[config.mk]
export PLATFORM = sky130hd
export DESIGN_NAME = tri_raster_scan
export DESIGN_NICKNAME = d
export VERILOG_FILES = /design/src/rtl/tri_raster_scan.sv
export SDC_FILE = /design/constraint.sdc
export NUM_CORES = 1
export LEC_CHECK = 0
export ABC_CLOCK_PERIOD_IN_PS = 9900
export CAP_MARGIN = 20
export CORE_MARGIN = 5
export CORE_UTILIZATION = 48
export CTS_CLUSTER_DIAMETER = 80
export DETAILED_ROUTE_END_ITERATION = 8
export HOLD_SLACK_MARGIN = 0.08
export PLACE_DENSITY = 0.65
export SYNTH_ARGS = -nofsm -noshare
export SYNTH_HDL_FRONTEND = slang
export SYNTH_SLANG_ARGS = --single-unit
[constraint.sdc]
create_clock -name CLOCK_50 -period 9.9 [get_ports CLOCK_50]
set_input_delay 1.485 -clock CLOCK_50 [delete_from_list [all_inputs] [get_ports CLOCK_50]]
set_output_delay 1.485 -clock CLOCK_50 [all_outputs]
set_load 0.03 [all_outputs]
[src/rtl/tri_raster_scan.sv]
// rtl/tri_raster_scan.sv - triangle bounding-box raster scanner feeding the point-inclusion tester
module tri_raster_scan #(
  parameter int COORD_W = 9,
  parameter int X_MAX   = 319,
  parameter int Y_MAX   = 239,
  parameter int AREA_W  = 2*COORD_W+2
) (
  input  logic               CLOCK_50,
  input  logic               RESET_N,
  input  logic               start,
  input  logic [COORD_W-1:0] ax,
  input  logic [COORD_W-1:0] ay,
  input  logic [COORD_W-1:0] bx,
  input  logic [COORD_W-1:0] by,
  input  logic [COORD_W-1:0] cx,
  input  logic [COORD_W-1:0] cy,
  output logic               busy,
  output logic               done,
  output logic               degenerate,
  output logic [AREA_W-1:0]  area2,
  output logic               out_valid,
  input  logic               out_ready,
  output logic [COORD_W-1:0] px,
  output logic [COORD_W-1:0] py,
  output logic               out_last
);

  localparam logic [COORD_W-1:0] X_LIM = COORD_W'(X_MAX);
  localparam logic [COORD_W-1:0] Y_LIM = COORD_W'(Y_MAX);

  typedef enum logic [2:0] {S_IDLE, S_SETUP1, S_SETUP2, S_SCAN, S_DONE} state_t;

  state_t state_q, state_d;
  logic [COORD_W-1:0] ax_q, ay_q, bx_q, by_q, cx_q, cy_q;
  logic [COORD_W-1:0] ax_d, ay_d, bx_d, by_d, cx_d, cy_d;
  logic [COORD_W-1:0] xmin_q, xmax_q, ymin_q, ymax_q, xmin_d, xmax_d, ymin_d, ymax_d;
  logic [COORD_W-1:0] xmax_c_q, ymax_c_q, xmax_c_d, ymax_c_d;
  logic [COORD_W-1:0] px_q, py_q, px_d, py_d;
  logic signed [AREA_W-1:0] prod_a_q, prod_b_q, prod_c_q, prod_a_d, prod_b_d, prod_c_d;
  logic signed [AREA_W-1:0] area_sum;
  logic [AREA_W-1:0] area2_q, area2_d;
  logic degenerate_q, degenerate_d;
  logic at_last, box_empty;

  function automatic logic [COORD_W-1:0] min3(input logic [COORD_W-1:0] a, b, c);
    logic [COORD_W-1:0] m;
    m = (a < b) ? a : b;
    return (c < m) ? c : m;
  endfunction

  function automatic logic [COORD_W-1:0] max3(input logic [COORD_W-1:0] a, b, c);
    logic [COORD_W-1:0] m;
    m = (a > b) ? a : b;
    return (c > m) ? c : m;
  endfunction

  // One cross-product term: zero-extended coordinate times signed coordinate difference.
  function automatic logic signed [AREA_W-1:0] term(input logic [COORD_W-1:0] c, p, q);
    logic signed [COORD_W:0]   diff;
    logic signed [AREA_W-1:0]  c_s;
    diff = $signed({1'b0, p}) - $signed({1'b0, q});
    c_s  = $signed({{(AREA_W-COORD_W){1'b0}}, c});
    return c_s * AREA_W'(diff);
  endfunction

  assign area_sum   = prod_a_q + prod_b_q + prod_c_q;
  assign box_empty  = (xmin_q > X_LIM) || (ymin_q > Y_LIM);
  assign at_last    = (px_q == xmax_c_q) && (py_q == ymax_c_q);

  assign busy       = (state_q != S_IDLE);
  assign done       = (state_q == S_DONE);
  assign out_valid  = (state_q == S_SCAN);
  assign out_last   = out_valid && at_last;
  assign degenerate = degenerate_q;
  assign area2      = area2_q;
  assign px         = px_q;
  assign py         = py_q;

  // Next-state and datapath updates for the setup pipeline and column-major scan.
  always_comb begin
    state_d      = state_q;
    ax_d = ax_q; ay_d = ay_q; bx_d = bx_q; by_d = by_q; cx_d = cx_q; cy_d = cy_q;
    xmin_d = xmin_q; xmax_d = xmax_q; ymin_d = ymin_q; ymax_d = ymax_q;
    xmax_c_d = xmax_c_q; ymax_c_d = ymax_c_q;
    px_d = px_q; py_d = py_q;
    prod_a_d = prod_a_q; prod_b_d = prod_b_q; prod_c_d = prod_c_q;
    area2_d      = area2_q;
    degenerate_d = degenerate_q;
    case (state_q)
      S_IDLE: begin
        if (start) begin
          ax_d = ax; ay_d = ay; bx_d = bx; by_d = by; cx_d = cx; cy_d = cy;
          state_d = S_SETUP1;
        end
      end
      S_SETUP1: begin
        xmin_d   = min3(ax_q, bx_q, cx_q);
        xmax_d   = max3(ax_q, bx_q, cx_q);
        ymin_d   = min3(ay_q, by_q, cy_q);
        ymax_d   = max3(ay_q, by_q, cy_q);
        prod_a_d = term(ax_q, by_q, cy_q);
        prod_b_d = term(bx_q, cy_q, ay_q);
        prod_c_d = term(cx_q, ay_q, by_q);
        state_d  = S_SETUP2;
      end
      S_SETUP2: begin
        area2_d      = $unsigned(area_sum[AREA_W-1] ? -area_sum : area_sum);
        degenerate_d = (area_sum == '0);
        xmax_c_d     = (xmax_q > X_LIM) ? X_LIM : xmax_q;
        ymax_c_d     = (ymax_q > Y_LIM) ? Y_LIM : ymax_q;
        px_d         = xmin_q;
        py_d         = ymin_q;
        state_d      = ((area_sum == '0) || box_empty) ? S_DONE : S_SCAN;
      end
      S_SCAN: begin
        if (out_ready) begin
          if (at_last) begin
            state_d = S_DONE;
          end else if (py_q < ymax_c_q) begin
            py_d = py_q + 1'b1;
          end else begin
            py_d = ymin_q;
            px_d = px_q + 1'b1;
          end
        end
      end
      S_DONE:  state_d = S_IDLE;
      default: state_d = S_IDLE;
    endcase
  end

  // State and datapath registers, cleared asynchronously by RESET_N.
  always_ff @(posedge CLOCK_50 or negedge RESET_N) begin
    if (!RESET_N) begin
      state_q <= S_IDLE;
      ax_q <= '0; ay_q <= '0; bx_q <= '0; by_q <= '0; cx_q <= '0; cy_q <= '0;
      xmin_q <= '0; xmax_q <= '0; ymin_q <= '0; ymax_q <= '0;
      xmax_c_q <= '0; ymax_c_q <= '0;
      px_q <= '0; py_q <= '0;
      prod_a_q <= '0; prod_b_q <= '0; prod_c_q <= '0;
      area2_q <= '0;
      degenerate_q <= 1'b0;
    end else begin
      state_q <= state_d;
      ax_q <= ax_d; ay_q <= ay_d; bx_q <= bx_d; by_q <= by_d; cx_q <= cx_d; cy_q <= cy_d;
      xmin_q <= xmin_d; xmax_q <= xmax_d; ymin_q <= ymin_d; ymax_q <= ymax_d;
      xmax_c_q <= xmax_c_d; ymax_c_q <= ymax_c_d;
      px_q <= px_d; py_q <= py_d;
      prod_a_q <= prod_a_d; prod_b_q <= prod_b_d; prod_c_q <= prod_c_d;
      area2_q <= area2_d;
      degenerate_q <= degenerate_d;
    end
  end

endmodule

## Word level (Yosys, flattened, before mapping)

Index checks and enable logic that the tools add are counted.

- Input port bits: 58
- Bits in registers: 210

- Order comparisons: 13
- Equal/unequal tests: 11
- Reduce and logical (&&, ||, !) cells: 12
- Multiplexer cells: 24
- Multipliers: 3
- Add/subtract/negate cells: 8

Operators with widths:

| cell | count |
|---|---|
| $mux 9 | 16 |
| $mul 10x10->20 | 3 |
| $lt 9x9->1 | 5 |
| $add 20x20->20 | 2 |
| $gt 9x9->1 | 4 |
| $pmux 9 s2 | 2 |
| $sub 9x9->10 | 3 |
| $logic_not 20->1 | 1 |
| $mux 20 | 1 |
| $neg 20->20 | 1 |
| $add 9x1->9 const B | 2 |
| $eq 9x9->1 | 2 |
| $gt 9x8->1 const B | 2 |
| $gt 9x9->1 const B | 2 |
| $mux 3 | 4 |
| $pmux 3 s4 | 1 |
| $eq 3x2->1 const B | 2 |
| $ne 2x2->1 const B | 3 |
| $reduce_and 3->1 | 2 |
| $ne 2x1->1 const B | 2 |
| $reduce_and 4->1 | 1 |
| $eq 3x1->1 const B | 1 |
| $eq 3x3->1 const B | 1 |
| $logic_not 3->1 | 1 |
| 5 further kinds | 7 |

## Logic depth before layout (Yosys ltp)

- Depth after elaboration: 6
- Gate-level depth with buffers: 32

## Least setup slack after synthesis

No wires, ideal clock.

- Path kind: register to register
- Start: reg ay_q[1]
- End: reg prod_b_q[17]
- Required time: 9767 ps
- Arrival time: 6878 ps
- Path slack: 2889 ps
- Library setup time: 133 ps
- Cell stages (with the launch flop): 30
- Cells stage by stage: dfrtp_1 inv_1 ha_1 nor2b_1 o21ai_0 a21boi_0 o21ai_0 a21boi_0 o21ai_0 nand2b_1 a21o_1 a21o_1 clkbuf_1 or2_2 fa_1 fa_1 inv_1 fa_1 fa_1 inv_1 fa_1 inv_1 ha_1 nand2_1 o21ai_0 a41o_1 or4_1 a31oi_1 xor2_1 o21ai_0

- Longest elaborated chain between the ends: 2

RTL lines:

| what | RTL line | source |
|---|---|---|
| from (decl) | 34 | `logic [COORD_W-1:0] ax_q, ay_q, bx_q, by_q, cx_q, cy_q;` |
| from (signal assigned) | 136 | `ax_q <= '0; ay_q <= '0; bx_q <= '0; by_q <= '0; cx_q <= '0; cy_q <= '0;` |
| from (signal assigned) | 145 | `ax_q <= ax_d; ay_q <= ay_d; bx_q <= bx_d; by_q <= by_d; cx_q <= cx_d; cy_q <= cy_d;` |
| $sub 9x9->10 | 61 | `diff = $signed({1'b0, p}) - $signed({1'b0, q});` |
| $mul 10x10->20 | 63 | `return c_s * AREA_W'(diff);` |
| to (signal assigned) | 149 | `prod_a_q <= prod_a_d; prod_b_q <= prod_b_d; prod_c_q <= prod_c_d;` |
| to (decl) | 39 | `logic signed [AREA_W-1:0] prod_a_q, prod_b_q, prod_c_q, prod_a_d, prod_b_d, prod_c_d;` |

No other way between the ends.
A chain may end at the register's enable or synchronous reset.

## Worst setup path after layout

- Start: reg cy_q[1]
- End: reg prod_a_q[17]

- Longest elaborated chain between the ends: 2

RTL lines:

| what | RTL line |
|---|---|
| from (decl) | 34 |
| from (signal assigned) | 136 |
| from (signal assigned) | 145 |
| $sub 9x9->10 | 61 |
| $mul 10x10->20 | 63 |
| to (signal assigned) | 149 |
| to (decl) | 39 |

No other way between the ends.

==> flow_summary.ini <==
[floorplan]
floorplan.die_area_mm2 = 0.0512
floorplan.die.height_um = 226
die_x_um = 226
ios = 101
floorplan.initialDensity_pct = 48.3
floorplan.rows = 79
floorplan.core_area_mm2 = 0.0465

[sta]
min_period_over_period_pct = 77.3
hold_viol = 0
timing_worst_slew_pin_value_ns = 1.10
final.setup.tns_ns = 0
max_slew_margin_pct = 27.0
finalSetupViolCount = 0
final_skew_ns = 0.0190
final-max-slew-violation-count = 0
grt_setup_unrepaired = false
max_clock_freq_mhz = 131
final_period_minus_worst_setup_slack_ns = 7.66

[critical_path]
setup.worst_path.class = flop to flop
timing.critical_path.buf_inv = 4
worst_path_dominant_cell_family = adder cells
cpMostUsedCell = fa_1
critical_path.slowest_cell = xor2_1
cp_slowest_stage_delay_ns = 0.58
timing.reg2reg.worst_path_depth = 27
worst-endpoint-arrival_ns = 8.07
critical_path.startpoint_type = flop
reg2reg_setup_slack_ns = 2.24
worstSetupEndpointType = flop
critical_path.max_fanout = 9
worst_r2r_endpoint = prod_a_q[17]$_DFFE_PN0P_
worst_path_required_ns = 10.31
number_of_logic_stages_on_the_critical_path_including_buffering = 27
reg2reg_from = cy_q[1]$_DFFE_PN0P_

[clock_network]
path_clk_slew_ns = 0.06
cts_resized = 0
cts-root-to-sink-buffers = 3
clockRootBuffer = clkbuf_16
post_cts_buffers = 0
cts.sink_count = 210
hold_buffer_count_at_cts = 0
cts_made_buffers = 29
clock_latency_ns = 0.59
cts_tree = done
htree_num_levels = 1

[finish]
layout_stage_area_growth_over_the_synthesis_result_pct = 11.8
finish.net_count = 3096
final_layout_size_suffix_gt1_share_pct = 5.05
post_layout_nonfiller_instances = 3182

[synthesis]
unique_masters_post_synth = 78
sequential_to_total_area_share_from_yosys_stat_pct = 23.4
post-synth-top-area-fraction_pct = 23.4
netlist.top_cell.by_area = dfrtp_1
syn-mean-instance-area_um2 = 9.00
synthesis.area_mm2 = 0.0225
leading_cell_types_by_total_area_after_synthesis = dfrtp_1 23%, fa_1 17%, ha_1 16%
yosys_warnings = 0
postSynthNetCount = 3035
ys.flop_type = dfrtp_1
synth_edf_count = 0
syn_inst = 2494
ys_seq_elements = 210
synthArstFlopShare_pct = 100

[placed_design]
place.detailed.instances = 3128
last_weighted_congestion_value_of_the_routability_driven_placer = 0.905
dpl.hpwl_um = 47800
buffer_ports.inserted = 100

[routing]
detail_route.wirelength_um = 59900
post_drt_wl_per_cell_um = 18.8
drt_first_pass_iters = 5
ant_nets = 0
remaining_drc_errors = 0
via_count = 17722
number_of_design_rule_violations_left_by_the_first_detailed_router_iteration = 1120
via_per_inst = 5.57

[run]
max_cap_violations = 0

[global_route]
gr-usage-met3_pct = 3.81
via_count_of_the_first_global_routing_pass = 17827
grt_first_pass_wirelength_um = 95600
grt_max_degree = 114
gr-max-usage-layer = met2
grt_antenna_before_repair = 2
use_met1_pct = 32.2
gr-usage-all-layers_pct = 23.5
gr-total-overflow = 0
grt.met2_usage_pct = 38.4

[min_path]
min-delay-path-class = flop to flop
min_to = area2[16]$_DFFE_PN0N_
whs_path_depth = 2
hold_start = area2[16]$_DFFE_PN0N_

[run_status]
run_status = completed
## cell usage after synthesis, drive strengths merged, types with 14 or more instances
cell type and instances:
a21o 41, o21ai 168, o31ai 21, a21oi 89, nand2b 41, mux2 36, o21a 16, dfrtp 210
xnor2 63, fa 188, nand2 334, clkbuf 70, nor2 113, nor2b 37, nor3 16, buf 17
nand4 15, and2 103, ha 295, or3 14, xor2 46, mux2i 46, inv 339, nand3 39
## cell families after synthesis
kind of cell / after synthesis / synth area share [%]
XOR/XNOR: 109 / 4.25
buffers and inverters: 426 / 7.15
adder cells (fa/ha/maj): 483 / 33.2
flip-flops: 210 / 23.4
AND/OR/NAND/NOR: 745 / 15.7
multiplexers: 82 / 3.86
AO/OA/AOI/OAI: 439 / 12.5
## worst max-delay path by stage
stage                                    from                        to  slack, ns
after floorplan           ay_q[1]$_DFFE_PN0P_  prod_b_q[17]$_DFFE_PN0P_       2.89
after global placement    cy_q[1]$_DFFE_PN0P_  prod_a_q[17]$_DFFE_PN0P_       2.52
after detailed placement  cy_q[1]$_DFFE_PN0P_  prod_a_q[17]$_DFFE_PN0P_       2.29
after CTS                 cy_q[1]$_DFFE_PN0P_  prod_a_q[17]$_DFFE_PN0P_       2.22
after global routing      cy_q[1]$_DFFE_PN0P_  prod_a_q[19]$_DFFE_PN0P_       1.65
final                     cy_q[1]$_DFFE_PN0P_  prod_a_q[17]$_DFFE_PN0P_       2.24
## worst min-delay path, stage by stage (launching register included)
cell and delay [ns]:
dfrtp_1 0.34, nand2_1 0.04, o21ai_0 0.06
## sequential cells by signal (all words and copies together) (netlist names)
register,count
area2,20
prod_a_q,20
prod_b_q,20
prod_c_q,20
ax_q,9
ay_q,9
bx_q,9
by_q,9
cx_q,9
cy_q,9
px,9
py,9
xmax_c_q,9
xmax_q,9
xmin_q,9
ymax_c_q,9
ymax_q,9
ymin_q,9
state_q,3
degenerate,1
## area by class of cell
| class | instances | area (um2) |
|---|---|---|
| multi-input cells | 1858 | 15600 |
| inverters | 339 | 1270 |
| repair buffers | 117 | 1150 |
| diodes | 1 | 2.50 |
| flip-flops and latches | 210 | 5260 |
| clock buffers | 38 | 820 |
| clock inverters | 12 | 224 |
| fillers | 4250 | 21400 |
| well taps | 607 | 759 |
## through the flow
step | utilization [%] | setup slack, ns | hold WS, ns | cell area, um2
finish | 54.0 | 2.24 | 0.476 | 25100
global route | 54.0 | 1.65 | 0.501 | 25100
CTS | 53.9 | 2.22 | 0.486 | 25100
detailed placement | 51.7 | 2.29 | 0.473 | 24000
global placement | 51.7 | 2.52 | 0.464 | 24000
floorplan | - | 2.89 | 0.449 | 22500
## per-layer routing
layer	vias to the layer above	share of wire (%)
met5	-	0.068
met4	4	3.7
met3	112	5.9
met2	422	47
met1	8811	43
li1	8373	-
## layout by cell type (no fill, tap or decap), types with 39 or more instances in the layout
master and instances:
nand3_1 39, nor2_1 110, a21o_1 41, inv_1 339, ha_1 295, clkdlybuf4s50_1 99, mux2i_1 46, o21ai_0 161
xnor2_1 63, a21oi_1 89, dfrtp_1 210, fa_1 188, xor2_1 46, nand2_1 333, and2_1 101, nand2b_1 41
Power is left out: the tool's default activity adds up to more than one toggle a clock period on the data nets, which glitch-free logic cannot reach.
